$ cat src/rtl/juggle_pkg.sv
// ---------------------------------------------------------------------------
// juggle_pkg : shared widths and types for the ball-tracking pipeline
// Revision   : 1.0
// ---------------------------------------------------------------------------
`default_nettype none

package juggle_pkg;

  localparam int X_W       = 11;
  localparam int Y_W       = 10;
  localparam int AREA_W    = 17;
  localparam int MAX_BALLS = 7;
  localparam int CNT_W     = 3;

  typedef struct packed {
    logic [X_W-1:0] x;
    logic [Y_W-1:0] y;
  } ball_pos_t;

  typedef struct packed {
    logic [X_W-1:0]    x;
    logic [Y_W-1:0]    y;
    logic [AREA_W-1:0] area;
    logic              valid;
  } cand_t;

endpackage

`default_nettype wire

$ cat src/rtl/sorted_insert_buf.sv
// ---------------------------------------------------------------------------
// sorted_insert_buf : descending-by-area insertion buffer, single-cycle insert
// Revision          : 1.0
// ---------------------------------------------------------------------------
`default_nettype none

module sorted_insert_buf
  import juggle_pkg::*;
(
  input  logic                         clk,
  input  logic                         rst_n,
  input  logic                         clear,
  input  logic [CNT_W-1:0]             clear_cap,
  input  logic                         insert,
  input  logic [X_W-1:0]               ins_x,
  input  logic [Y_W-1:0]               ins_y,
  input  logic [AREA_W-1:0]            ins_area,
  output ball_pos_t [MAX_BALLS-1:0]    slots,
  output logic [CNT_W-1:0]             count,
  output logic                         overflow
);

  cand_t [MAX_BALLS-1:0] r_bank;
  cand_t [MAX_BALLS-1:0] w_base;
  cand_t [MAX_BALLS-1:0] w_next;
  cand_t                 w_new;
  logic [CNT_W-1:0]      r_cap;
  logic [CNT_W-1:0]      r_count;
  logic [CNT_W-1:0]      w_base_cap;
  logic [CNT_W-1:0]      w_base_count;
  logic [CNT_W-1:0]      w_next_count;
  logic                  r_ovf;
  logic                  w_base_ovf;
  logic                  w_next_ovf;
  logic                  w_found;
  logic                  w_last_valid;
  int                    w_k;
  int                    w_cap_i;

  // A clear in the same cycle as an insert makes the insert land in the empty bank.
  always_comb begin
    w_base_cap   = clear ? clear_cap : r_cap;
    w_base_count = clear ? '0 : r_count;
    w_base_ovf   = clear ? 1'b0 : r_ovf;
    w_base       = clear ? '0 : r_bank;
    w_cap_i      = int'(w_base_cap);
    w_new        = '{x: ins_x, y: ins_y, area: ins_area, valid: 1'b1};
    w_found      = 1'b0;
    w_k          = 0;
    w_last_valid = 1'b0;
    for (int i = 0; i < MAX_BALLS; i++) begin
      if (!w_found && (i < w_cap_i) &&
          (!w_base[i].valid || (w_base[i].area < ins_area))) begin
        w_found = 1'b1;
        w_k     = i;
      end
      if (i == w_cap_i - 1) w_last_valid = w_base[i].valid;
    end

    w_next       = w_base;
    w_next_count = w_base_count;
    w_next_ovf   = w_base_ovf;
    if (insert) begin
      for (int i = 1; i < MAX_BALLS; i++) begin
        if (w_found && (i > w_k) && (i < w_cap_i)) w_next[i] = w_base[i-1];
      end
      for (int i = 0; i < MAX_BALLS; i++) begin
        if (w_found && (i == w_k)) w_next[i] = w_new;
      end
      // Either the new entry found no room, or the last occupied slot was displaced.
      if (!w_found || w_last_valid) w_next_ovf = 1'b1;
      if (w_base_count < w_base_cap) w_next_count = w_base_count + 1'b1;
    end
  end

  always_ff @(posedge clk or negedge rst_n) begin
    if (!rst_n) begin
      r_bank  <= '0;
      r_cap   <= '0;
      r_count <= '0;
      r_ovf   <= 1'b0;
    end else begin
      r_bank  <= w_next;
      r_cap   <= w_base_cap;
      r_count <= w_next_count;
      r_ovf   <= w_next_ovf;
    end
  end

  for (genvar g = 0; g < MAX_BALLS; g++) begin : g_slots
    assign slots[g] = '{x: r_bank[g].x, y: r_bank[g].y};
  end

  assign count    = r_count;
  assign overflow = r_ovf;

endmodule

`default_nettype wire

$ cat src/rtl/real_ball_collector.sv
// ---------------------------------------------------------------------------
// real_ball_collector : keeps the largest blobs per frame, emits a snapshot
// Revision            : 1.0
// ---------------------------------------------------------------------------
`default_nettype none

module real_ball_collector
  import juggle_pkg::*;
#(
  parameter int MIN_AREA    = 16,
  parameter int OFFSCREEN_X = 2047,
  parameter int OFFSCREEN_Y = 1023
) (
  input  logic                            clk_in,
  input  logic                            rst_n_in,
  input  logic                            nf_in,
  input  logic [CNT_W-1:0]                num_balls_in,
  input  logic                            centroid_valid_in,
  input  logic [X_W-1:0]                  centroid_x_in,
  input  logic [Y_W-1:0]                  centroid_y_in,
  input  logic [AREA_W-1:0]               centroid_area_in,
  input  logic                            eval_ready_in,
  output logic                            data_valid_out,
  output logic [MAX_BALLS-1:0][X_W-1:0]   real_balls_x_out,
  output logic [MAX_BALLS-1:0][Y_W-1:0]   real_balls_y_out,
  output logic [CNT_W-1:0]                num_found_out,
  output logic                            overflow_out,
  output logic [7:0]                      frames_dropped_out
);

  ball_pos_t [MAX_BALLS-1:0] w_slots;
  logic [CNT_W-1:0]          w_count;
  logic                      w_ovf;
  logic                      r_started;
  logic                      w_start;
  logic                      w_insert;

  // The first cycle out of reset opens a frame so the cap gets latched.
  assign w_start  = nf_in | ~r_started;
  assign w_insert = centroid_valid_in && (centroid_area_in >= AREA_W'(MIN_AREA));

  sorted_insert_buf u_buf (
    .clk       (clk_in),
    .rst_n     (rst_n_in),
    .clear     (w_start),
    .clear_cap (num_balls_in),
    .insert    (w_insert),
    .ins_x     (centroid_x_in),
    .ins_y     (centroid_y_in),
    .ins_area  (centroid_area_in),
    .slots     (w_slots),
    .count     (w_count),
    .overflow  (w_ovf)
  );

  always_ff @(posedge clk_in or negedge rst_n_in) begin
    if (!rst_n_in) begin
      r_started          <= 1'b0;
      data_valid_out     <= 1'b0;
      real_balls_x_out   <= {MAX_BALLS{X_W'(OFFSCREEN_X)}};
      real_balls_y_out   <= {MAX_BALLS{Y_W'(OFFSCREEN_Y)}};
      num_found_out      <= '0;
      overflow_out       <= 1'b0;
      frames_dropped_out <= '0;
    end else begin
      r_started      <= 1'b1;
      data_valid_out <= nf_in && eval_ready_in;
      if (nf_in) begin
        if (eval_ready_in) begin
          for (int i = 0; i < MAX_BALLS; i++) begin
            real_balls_x_out[i] <= (i < int'(w_count)) ? w_slots[i].x : X_W'(OFFSCREEN_X);
            real_balls_y_out[i] <= (i < int'(w_count)) ? w_slots[i].y : Y_W'(OFFSCREEN_Y);
          end
          num_found_out <= w_count;
          overflow_out  <= w_ovf;
        end else if (frames_dropped_out != 8'hFF) begin
          frames_dropped_out <= frames_dropped_out + 8'd1;
        end
      end
    end
  end

endmodule

`default_nettype wire

$ cat config.mk
export PLATFORM = sky130hd
export DESIGN_NAME = real_ball_collector
export DESIGN_NICKNAME = d
export VERILOG_FILES = /design/src/rtl/juggle_pkg.sv /design/src/rtl/sorted_insert_buf.sv /design/src/rtl/real_ball_collector.sv
export SDC_FILE = /design/constraint.sdc
export NUM_CORES = 1
export LEC_CHECK = 0
export CORE_ASPECT_RATIO = 0.75
export CORE_MARGIN = 1.5
export CORE_UTILIZATION = 30
export CTS_CLUSTER_DIAMETER = 150
export CTS_CLUSTER_SIZE = 20
export DETAILED_ROUTE_END_ITERATION = 8
export PLACE_DENSITY = 0.46
export SYNTH_ARGS = -nofsm -noshare
export SYNTH_HDL_FRONTEND = slang
export SYNTH_SLANG_ARGS = --single-unit
$ cat constraint.sdc
create_clock -name clk_in -period 13.7 [get_ports clk_in]
set_clock_uncertainty 0.15 [all_clocks]
set_input_delay 1.37 -clock clk_in [delete_from_list [all_inputs] [get_ports clk_in]]
set_output_delay 1.37 -clock clk_in [all_outputs]
set_load 0.1 [all_outputs]
==> impl_metrics.env, run 1 <==
export IMPL_status="finished, final reports clean"
export IMPL_finalWirelength_um=79100
export IMPL_route_detailed_wl_per_inst_um=25.1
export IMPL_clk_pin_slew_ns=0.09
export IMPL_grt_usage=0.210
export IMPL_clock_latency_ns=0.59
export IMPL_seq_area_frac_synth=0.518
export IMPL_critPathKind="in2reg"
export IMPL_layout_drive_gt1_share=0.132
export IMPL_overflow=0
export IMPL_synth_edf_count=0
export IMPL_synth_warnings=0
export IMPL_synth_seq_cells=441
export IMPL_start_util=0.303
export IMPL_drtAntennaViolNets=0
export IMPL_leakage_nw=11.4
export IMPL_endpoint_kind="flop"
export IMPL_antenna_found_initial=3
export IMPL_arrival_ns=7.74
export IMPL_syn_area_per_cell_um2=10.6
export IMPL_pre_cts_slack_ns=5.96
export IMPL_cpPeakStageDelay_ns=1.02
export IMPL_synth_most_common_cell="dfrtp_1"
export IMPL_synth_top_area_share=0.340
export IMPL_crit_family="compound AO/OA/AOI/OAI gates"
export IMPL_rsz0062_at_grt="false"
export IMPL_fin_crit_sh=0.537
export IMPL_power_density_nw_per_um2=113
export IMPL_cts_made_buffers=26
export IMPL_dieArea_um2=73800
export IMPL_antennaDiodeCount=0
export IMPL_final_nets=2337
export IMPL_vias=17600
export IMPL_critPathLaunchType="primary input"
export IMPL_core_area_um2=71600
export IMPL_gp_congestion=0.919
export IMPL_post_cts_setup_buffer_count=0
export IMPL_synth_area_leaders="dfrtp_1 34%, dfstp_2 18%, ha_1 6.7%, o22a_1 5.1%, nand2_1 3.7%"
export IMPL_cpMaxStageDelayCell="o21ai_1"
export IMPL_synthDistinctLibCells=77
export IMPL_cts_tree="built"
export IMPL_yosys_top_cells_count="294 x dfrtp_1, 212 x nand2_1, 164 x inv_1, 147 x dfstp_2, 127 x o22a_1"
export IMPL_dp_cells=3104
export IMPL_worst_path_buf_inv=5
export IMPL_hold_violations=0
export IMPL_area_growth_pct=17.6
export IMPL_cts_buffer_depth=3
export IMPL_io_buffers=205
export IMPL_htree_levels=1
export IMPL_synthArstFlopShare=1.00
export IMPL_cts_sinks=441
export IMPL_die_w_um=313
export IMPL_synthesis_nets=2213
export IMPL_max_cap_violations=0
export IMPL_cpMostUsedCell="buf_4"
export IMPL_slew_headroom=0.127
export IMPL_dr_pass1_iters=7
export IMPL_num_io_pins=206
export IMPL_fin_ws_ns=6.34
export IMPL_fin_cells=3152
export IMPL_dp_hpwl_um=54900
export IMPL_vias_per_cell=5.58
export IMPL_ys_flop_type="dfrtp_1"
export IMPL_setup_viol=0
export IMPL_grt_pass1_vias=17600
export IMPL_slew_violations=0
export IMPL_grt_max_degree=177
export IMPL_drt_iter0_drc=2019
export IMPL_reg2reg_slack_ns=7.22
export IMPL_synth_area_um2=21700
export IMPL_cts_repair_resized=0
export IMPL_fmax_ghz=0.136
export IMPL_cts_root_buf="clkbuf_16"
export IMPL_crit_chain="clkdlybuf4s50_1 -> nor2b_4 -> buf_4 -> buf_12 -> and2_1 -> ha_1 -> nand4_1 -> a211oi_1 -> a2111oi_0 -> buf_4 -> o22ai_2 -> a21oi_4 -> o21ai_1 -> a21oi_4 -> buf_4 -> nor2_1 -> a221o_1"
export IMPL_ir_worst_vdd_mv=0.0829
export IMPL_tightest_slew_ns=1.30
export IMPL_cts_hold_buffers=0
export IMPL_die_h_um=236
export IMPL_p_total_w=0.00288
export IMPL_worstHoldPathType="reg2reg"
export IMPL_drc=0
export IMPL_fp_row_count=85
export IMPL_post_route_min_period_ns=7.36
export IMPL_setup_tns_ns=0
export IMPL_cp_data_required_time_ns=14.07
export IMPL_synthCells=2051
export IMPL_synth_area_leader_cell="dfrtp_1"
export IMPL_grt_pass1_wl_um=119000
export IMPL_worstPathMaxFanout=176
-- cells by family (layout without fill, tap and decap cells) --
| kind of cell | after synthesis | in the layout | share of synthesized area |
|---|---|---|---|
| AOI/OAI and AO/OA | 701 | 701 | 0.240 |
| DFF | 441 | 441 | 0.518 |
| and+or+nand+nor | 419 | 419 | 0.0884 |
| buffers and inverters | 313 | 457 | 0.0573 |
| adders and majority gates | 116 | 116 | 0.0670 |
| muxes | 51 | 51 | 0.0249 |
| xor gates and xnor gates | 9 | 9 | 0.00364 |
| other | 1 | 1 | 0.000173 |
-- state kept, by name (all words and copies together) (netlist names) --
signal,flops
real_balls_y_out,70
u_buf.overflow,1
u_buf.count,3
num_found_out,3
real_balls_x_out,77
u_buf.r_cap,3
data_valid_out,1
u_buf.slots,147
frames_dropped_out,8
u_buf.r_bank,126
r_started,1
overflow_out,1
-- worst paths after layout --
check                      cells after the start                     to                   from
hold reg to reg                                1  frames_dropped_out[4]  frames_dropped_out[4]
max in group asynchronous                      3      u_buf.r_bank[198]               rst_n_in
setup reg to reg                              16        u_buf.slots[73]              r_started
min in group asynchronous                      1       u_buf.slots[142]               rst_n_in
hold / removal                                 1  frames_dropped_out[4]  frames_dropped_out[4]
setup / recovery                              17        u_buf.slots[73]                  nf_in
-- final cells by class --
class,instances,area [um^2]
Tap cell,957,1200
Sequential cell,441,11200
Clock inverter,1,20.0
Multi-Input combinational cell,1297,9270
Inverter,164,616
Clock buffer,47,751
Timing Repair Buffer,245,2380
Fill cell,7122,46100
-- worst reg2reg max path: cells and delay by family (launching register included) --
| family | cells | cell delay, ns |
|---|---|---|
| AOI/OAI and AO/OA | 7 | 2.24 |
| and+or+nand+nor | 4 | 1.72 |
| buffers and inverters | 4 | 1.66 |
| DFF | 1 | 0.46 |
| adders and majority gates | 1 | 0.18 |
-- report_power, final --
part / switching (W) / leakage [nW] / internal (W) / total [W]
Clock: 0.000476 / 0.366 / 0.000376 / 0.000852
Combinational: 0.000450 / 5.51 / 0.000152 / 0.000603
Sequential: 0.0000459 / 5.51 / 0.00138 / 0.00143
Total: 0.000972 / 11.4 / 0.00191 / 0.00288
-- stage by stage --
step / util / hold slack [ns] / cell area (um^2)
2_1_floorplan: - / 0.324 / 21700
5_1_grt: 0.356 / 0.375 / 25500
4_1_cts: 0.356 / 0.356 / 25500
3_3_place_gp: 0.345 / 0.339 / 24700
6_report: 0.356 / 0.352 / 25500
3_5_place_dp: 0.345 / 0.338 / 24700
-- layout by cell type (no fill, tap or decap), types with 15 or more instances in the layout --
| master | n |
|---|---|
| and2_1 | 47 |
| a32o_1 | 22 |
| mux2i_1 | 28 |
| o22a_1 | 127 |
| dfrtp_1 | 294 |
| nor2_1 | 78 |
| clkbuf_1 | 20 |
| a222oi_1 | 37 |
| o21ai_0 | 86 |
| a22oi_1 | 99 |
| clkbuf_16 | 27 |
| o22ai_1 | 61 |
| dfstp_2 | 147 |
| a21o_1 | 15 |
| a21oi_1 | 60 |
| a32oi_1 | 21 |
| o21ai_1 | 33 |
| mux2_2 | 23 |
| a221oi_1 | 18 |
| nand2_1 | 212 |
| a31oi_1 | 27 |
| clkdlybuf4s50_1 | 204 |
| a31o_2 | 22 |
| inv_1 | 164 |
| buf_4 | 38 |
| ha_1 | 116 |
-- layer usage --
| layer | vias up | wire (um) | GRT usage |
|---|---|---|---|
| li1 | 7844 | - | - |
| met2 | 598 | 33200 | 0.303 |
| met5 | - | 0 | 0 |
| met1 | 9067 | 39200 | 0.326 |
| met4 | 0 | 1070 | 0.0309 |
| met3 | 70 | 5580 | 0.0429 |
Power figures use the tool's default switching activity.
==> run 2: changes to the inputs <==
==> constraint.sdc (replaced) <==
create_clock -name clk_in -period 7.5 [get_ports clk_in]
set_clock_uncertainty 0.15 [all_clocks]
set_input_delay 0.75 -clock clk_in [delete_from_list [all_inputs] [get_ports clk_in]]
set_output_delay 0.75 -clock clk_in [all_outputs]
set_load 0.1 [all_outputs]
==> run 2 against run 1 <==
Count of clock-buffer cells in the layout down 1. Non-clock buffer count up 23. Core utilization up 0.26 points. Combinational power up 82%. Design area up 0.74%. Clock power up 82%. Total power up 82%. Sequential cell count unchanged. First-iteration DRC count down 15%.
==> impl_metrics.env, run 2 (same netlist as run 1, synthesis figures left out) <==
export IMPL_status="finished, final reports clean"
export IMPL_setup_tns_ns=0
export IMPL_p_sw_frac=0.335
export IMPL_dp_hpwl_um=53200
export IMPL_tightest_slew_ns=1.18
export IMPL_overflow=0
export IMPL_max_cap_violations=0
export IMPL_gp_congestion=0.849
export IMPL_drc=0
export IMPL_seq_power_share=0.497
export IMPL_slew_headroom=0.210
export IMPL_combPwrFrac=0.209
export IMPL_cts_made_buffers=26
export IMPL_htree_levels=1
export IMPL_rr_worst_depth=13
export IMPL_post_route_min_period_ns=5.85
export IMPL_start_util=0.303
export IMPL_worstHoldPathType="reg2reg"
export IMPL_ir_worst_vdd_mv=0.152
export IMPL_grt_pass1_vias=17900
export IMPL_antennaDiodeCount=0
export IMPL_hold_violations=0
export IMPL_final_cell_mix="294 x dfrtp_1, 212 x nand2_1, 204 x clkdlybuf4s50_1"
export IMPL_cts_root_buf="clkbuf_16"
export IMPL_crit_cells=14
export IMPL_area_growth_pct=18.4
export IMPL_critPathKind="in2reg"
export IMPL_cpPeakStageDelay_ns=0.85
export IMPL_cts_tree="built"
export IMPL_cp_data_required_time_ns=7.79
export IMPL_die_w_um=313
export IMPL_min_delay_path_depth=1
export IMPL_die_h_um=236
export IMPL_internal_power_w=0.00349
export IMPL_p_switching_w=0.00176
export IMPL_fillCellCount=7115
export IMPL_dieArea_um2=73800
export IMPL_multiInputGateArea_um2=9280
export IMPL_drtAntennaViolNets=0
export IMPL_p_clk_frac=0.294
export IMPL_layout_drive_gt1_share=0.140
export IMPL_grt_max_degree=162
export IMPL_slew_violations=0
export IMPL_vias=17600
export IMPL_worstPathMaxFanout=36
export IMPL_final_common_cell="dfrtp_1"
export IMPL_cpMaxStageDelayCell="nor2b_4"
export IMPL_cts_buffer_depth=3
export IMPL_fmax_ghz=0.171
export IMPL_crit_family="simple AND/OR/NAND/NOR gates"
export IMPL_drt_iter0_drc=1715
export IMPL_rsz0062_at_grt="false"
export IMPL_leakage_nw=11.5
export IMPL_core_area_um2=71600
export IMPL_grt_pass1_wl_um=118000
export IMPL_critPathLaunchType="primary input"
export IMPL_clock_latency_ns=0.60
export IMPL_endpoint_kind="flop"
export IMPL_final_seq_area_um2=11200
export IMPL_antenna_found_initial=0
export IMPL_dp_cells=3126
export IMPL_num_io_pins=206
export IMPL_cts_sinks=441
export IMPL_fp_row_count=85
export IMPL_dr_pass1_iters=6
export IMPL_grt_usage=0.206
export IMPL_setup_viol=0
export IMPL_fin_crit_sh=0.780
export IMPL_worst_path_buf_inv=2
export IMPL_io_buffers=205
export IMPL_final_nets=2360
export IMPL_clk_pin_slew_ns=0.09
export IMPL_fin_cells=3174
export IMPL_route_detailed_wl_per_inst_um=24.3
export IMPL_vias_per_cell=5.56
export IMPL_crit_chain="clkdlybuf4s50_1 -> nor2b_4 -> buf_4 -> and2_1 -> ha_1 -> o21a_1 -> nor2_1 -> o311ai_1 -> a211o_1 -> a41oi_4 -> nor4_4 -> or3b_1 -> nand2_4 -> o21ai_0"
export IMPL_finalWirelength_um=77200
export IMPL_largest_reg_flops=147
export IMPL_power_density_nw_per_um2=205
export IMPL_arrival_ns=6.13
[run 2: worst register-to-register path, cell delays in order, from the launching register on]
cell and delay [ns]:
dfrtp_1 0.47, nor2b_4 0.84, buf_4 0.30, and2_1 0.18, ha_1 0.19, o21a_1 0.14
nor2_1 0.04, o311ai_1 0.70, a211o_1 0.28, a41oi_4 0.21, nor4_4 0.59, or3b_1 0.59
nand2_4 0.44, o21ai_0 0.23
[run 2: through the flow]
stage	hold slack (ns)	area [um^2]	util	worst slack, ns	total power [W]
2_1_floorplan	0.304	21700	-	2.85	0.00336
3_3_place_gp	0.327	24900	0.347	1.34	0.00374
3_5_place_dp	0.334	24900	0.347	1.16	0.00375
4_1_cts	0.347	25600	0.358	1.78	0.00531
5_1_grt	0.360	25600	0.358	1.40	0.00547
6_report	0.341	25600	0.358	1.65	0.00525
[run 2: cell type report]
| type | count | share of cell area |
|---|---|---|
| tap | 957 | 0.0467 |
| sequential | 441 | 0.437 |
| multi-input combinational | 1297 | 0.362 |
| clock buffer | 46 | 0.0291 |
| clock inverter | 1 | 0.000781 |
| timing repair buffer | 268 | 0.100 |
| inverter | 164 | 0.0240 |
[run 2: metal layers]
metal / GRT usage / wire [um] / vias up
met1: 0.319 / 38500 / 9174
met3: 0.0239 / 3720 / 76
li1: - / - / 7872
met4: 0.0385 / 1370 / 0
met2: 0.307 / 33600 / 524
met5: 0 / 0 / -
[run 2: worst paths after layout]
check	start	to	slack, ns
worst min register to register	frames_dropped_out[6]	frames_dropped_out[6]	0.34
worst max register to register	r_started	u_buf.slots[105]	1.98
max in group asynchronous	rst_n_in	frames_dropped_out[6]	5.36
min in group asynchronous	rst_n_in	u_buf.slots[144]	0.54
worst min-delay path	frames_dropped_out[6]	frames_dropped_out[6]	0.34
worst max-delay path	nf_in	u_buf.slots[105]	1.65
[run 2: power by group through the flow]
stage,clock network [W],registers (W),logic [W]
CTS,0.00160,0.00261,0.00110
detailed placement,0,0.00265,0.00110
finish,0.00155,0.00261,0.00110
floorplan,0,0.00301,0.000349
global route,0.00168,0.00263,0.00116
global placement,0,0.00265,0.00109
[run 2: what timing repair did]
action / 4_1_cts / 5_1_grt
buffers inserted: 0 / 0
hold buffers: 1 / 0
endpoints found under the hold margin: 12 / 0
endpoints found under the setup margin: 0 / 0
gates resized for setup: 0 / 0
==> run 3: changes to the inputs <==
==> constraint.sdc (replaced) <==
create_clock -name clk_in -period 5.94 [get_ports clk_in]
set_clock_uncertainty 0.15 [all_clocks]
set_input_delay 0.594 -clock clk_in [delete_from_list [all_inputs] [get_ports clk_in]]
set_output_delay 0.594 -clock clk_in [all_outputs]
set_load 0.1 [all_outputs]
==> run 3 against run 2 <==
Sequential share of layout area is 0.58 points lower. Via count hardly changed. Die area stayed put. Setup slack worse by 1.4 ns. Global-route usage is 0.24 points lower. Sequential cell count stayed put. Register-to-register slack worse by 1.8 ns. Largest cell class unchanged. Design area is 1.3% higher. Sequential power is 26% higher. Combinational power is 27% higher.
==> impl_metrics.env, run 3 (same netlist as run 1, synthesis figures left out) <==
export IMPL_status="finished, final reports clean"
export IMPL_fin_area_um2=26000
export IMPL_slew_headroom=0.199
export IMPL_io_buffers=205
export IMPL_grt_pass1_wl_um=116000
export IMPL_htree_levels=1
export IMPL_vias=17700
export IMPL_cts_root_buf="clkbuf_16"
export IMPL_drtAntennaViolNets=0
export IMPL_finalWirelength_um=76400
export IMPL_critPathKind="reg2reg"
export IMPL_fillCellCount=7096
export IMPL_multiInputGateArea_um2=9280
export IMPL_drc=0
export IMPL_slew_violations=0
export IMPL_cts_sinks=441
export IMPL_final_cell_mix="294 x dfrtp_1, 212 x nand2_1, 204 x clkdlybuf4s50_1"
export IMPL_cpMaxStageDelayCell="a2111oi_0"
export IMPL_grt_pass1_vias=17700
export IMPL_layout_drive_gt1_share=0.151
export IMPL_area_growth_pct=20.0
export IMPL_drt_iter0_drc=1525
export IMPL_cts_tree="built"
export IMPL_route_detailed_wl_per_inst_um=23.9
export IMPL_num_io_pins=206
export IMPL_worstPathMaxFanout=21
export IMPL_p_switching_w=0.00221
export IMPL_die_w_um=313
export IMPL_final_seq_area_um2=11200
export IMPL_dieArea_um2=73800
export IMPL_leakage_nw=11.7
export IMPL_rr_worst_depth=15
export IMPL_clk_pin_slew_ns=0.09
export IMPL_vias_per_cell=5.51
export IMPL_hold_violations=0
export IMPL_pre_cts_slack_ns=-0.0802
export IMPL_worstHoldPathType="reg2reg"
export IMPL_internal_power_w=0.00441
export IMPL_p_clk_frac=0.289
export IMPL_overflow=0
export IMPL_cts_made_buffers=26
export IMPL_cpMostUsedCell="buf_4"
export IMPL_post_route_min_period_ns=5.73
export IMPL_tightest_slew_ns=1.20
export IMPL_power_density_nw_per_um2=254
export IMPL_fin_util=0.363
export IMPL_rsz0062_at_grt="false"
export IMPL_fmax_ghz=0.174
export IMPL_final_common_cell="dfrtp_1"
export IMPL_fp_row_count=85
export IMPL_max_cap_violations=0
export IMPL_p_total_w=0.00661
export IMPL_grt_usage=0.203
export IMPL_fin_cells=3203
export IMPL_dp_cells=3155
export IMPL_clock_latency_ns=0.61
export IMPL_dr_pass1_iters=6
export IMPL_dp_hpwl_um=53400
export IMPL_cp_data_required_time_ns=6.24
export IMPL_combPwrFrac=0.212
export IMPL_antenna_found_initial=2
export IMPL_setup_viol=0
export IMPL_largest_reg_flops=147
export IMPL_min_delay_path_depth=1
export IMPL_dpl_cell_area_um2=25200
export IMPL_core_area_um2=71600
export IMPL_cts_buffer_depth=3
export IMPL_final_nets=2389
export IMPL_crit_chain="nor2b_4 -> buf_4 -> buf_4 -> nand2_1 -> inv_1 -> ha_1 -> a211oi_1 -> o22ai_1 -> a2111oi_0 -> o21a_1 -> nor4_4 -> buf_4 -> a21oi_4 -> mux2i_1 -> o21ai_0"
export IMPL_start_util=0.303
export IMPL_grt_max_degree=124
export IMPL_die_h_um=236
export IMPL_gp_congestion=0.853
export IMPL_seq_power_share=0.499
export IMPL_arrival_ns=6.03
export IMPL_cpPeakStageDelay_ns=0.90
export IMPL_ir_worst_vdd_mv=0.184
export IMPL_fin_crit_sh=0.965
export IMPL_p_sw_frac=0.334
export IMPL_fin_ws_ns=0.207
export IMPL_endpoint_kind="flop"
export IMPL_critPathLaunchType="flop"
## run 3: power groups by stage
stage	Sequential, W	Clock, W	Combinational (W)
final	0.00330	0.00191	0.00140
after global routing	0.00332	0.00208	0.00149
after CTS	0.00330	0.00199	0.00141
after detailed placement	0.00335	0	0.00140
after global placement	0.00335	0	0.00139
after floorplan	0.00380	0	0.000440
## run 3: final timing paths
check                                        endpoint                  start  slack [ns]
worst min register to register  frames_dropped_out[4]  frames_dropped_out[4]        0.35
max in group asynchronous              u_buf.slots[8]               rst_n_in        3.90
worst max register to register       u_buf.slots[127]              r_started        0.21
worst min-delay path            frames_dropped_out[4]  frames_dropped_out[4]        0.35
min in group asynchronous            u_buf.slots[138]               rst_n_in        0.51
worst max-delay path                 u_buf.slots[127]              r_started        0.21
## run 3: timing repair
action                                  4_1_cts  5_1_grt
hold buffers                                  1        0
gates resized for setup                       0        0
endpoints found under the hold margin        13        0
endpoints found under the setup margin        0        0
setup buffers                                 0        0
## run 3: metal layers
metal,GRT usage,up-vias,part of all wire
met5,0,-,0
met4,0.0345,0,0.016
met3,0.0215,63,0.042
met2,0.310,436,0.44
met1,0.312,9211,0.50
li1,-,7947,-
## run 3: layout make-up
| cell class | instances | share of cell area |
|---|---|---|
| Clock buffer | 44 | 0.0276 |
| Multi-Input combinational cell | 1297 | 0.357 |
| Inverter | 164 | 0.0237 |
| Antenna cell | 1 | 0.0000963 |
| Sequential cell | 441 | 0.432 |
| Timing Repair Buffer | 297 | 0.113 |
| Tap cell | 957 | 0.0461 |
| Clock inverter | 2 | 0.00140 |
## run 3: critical path: cells and delay by family (launching register included)
family	cells	cell delay [ns]
adder cells (fa/ha/maj)	1	0.24
AND/OR/NAND/NOR	3	0.82
multiplexers	1	0.26
AO/OA/AOI/OAI	6	2.65
flip-flops	1	0.61
buffers and inverters	4	0.81
## run 3: through the flow
stage / setup TNS (ns) / hold WS (ns)
6_report: 0 / 0.348
5_1_grt: 0 / 0.374
4_1_cts: 0 / 0.355
3_5_place_dp: -1.19 / 0.337
3_3_place_gp: -0.000398 / 0.328
2_1_floorplan: 0 / 0.148
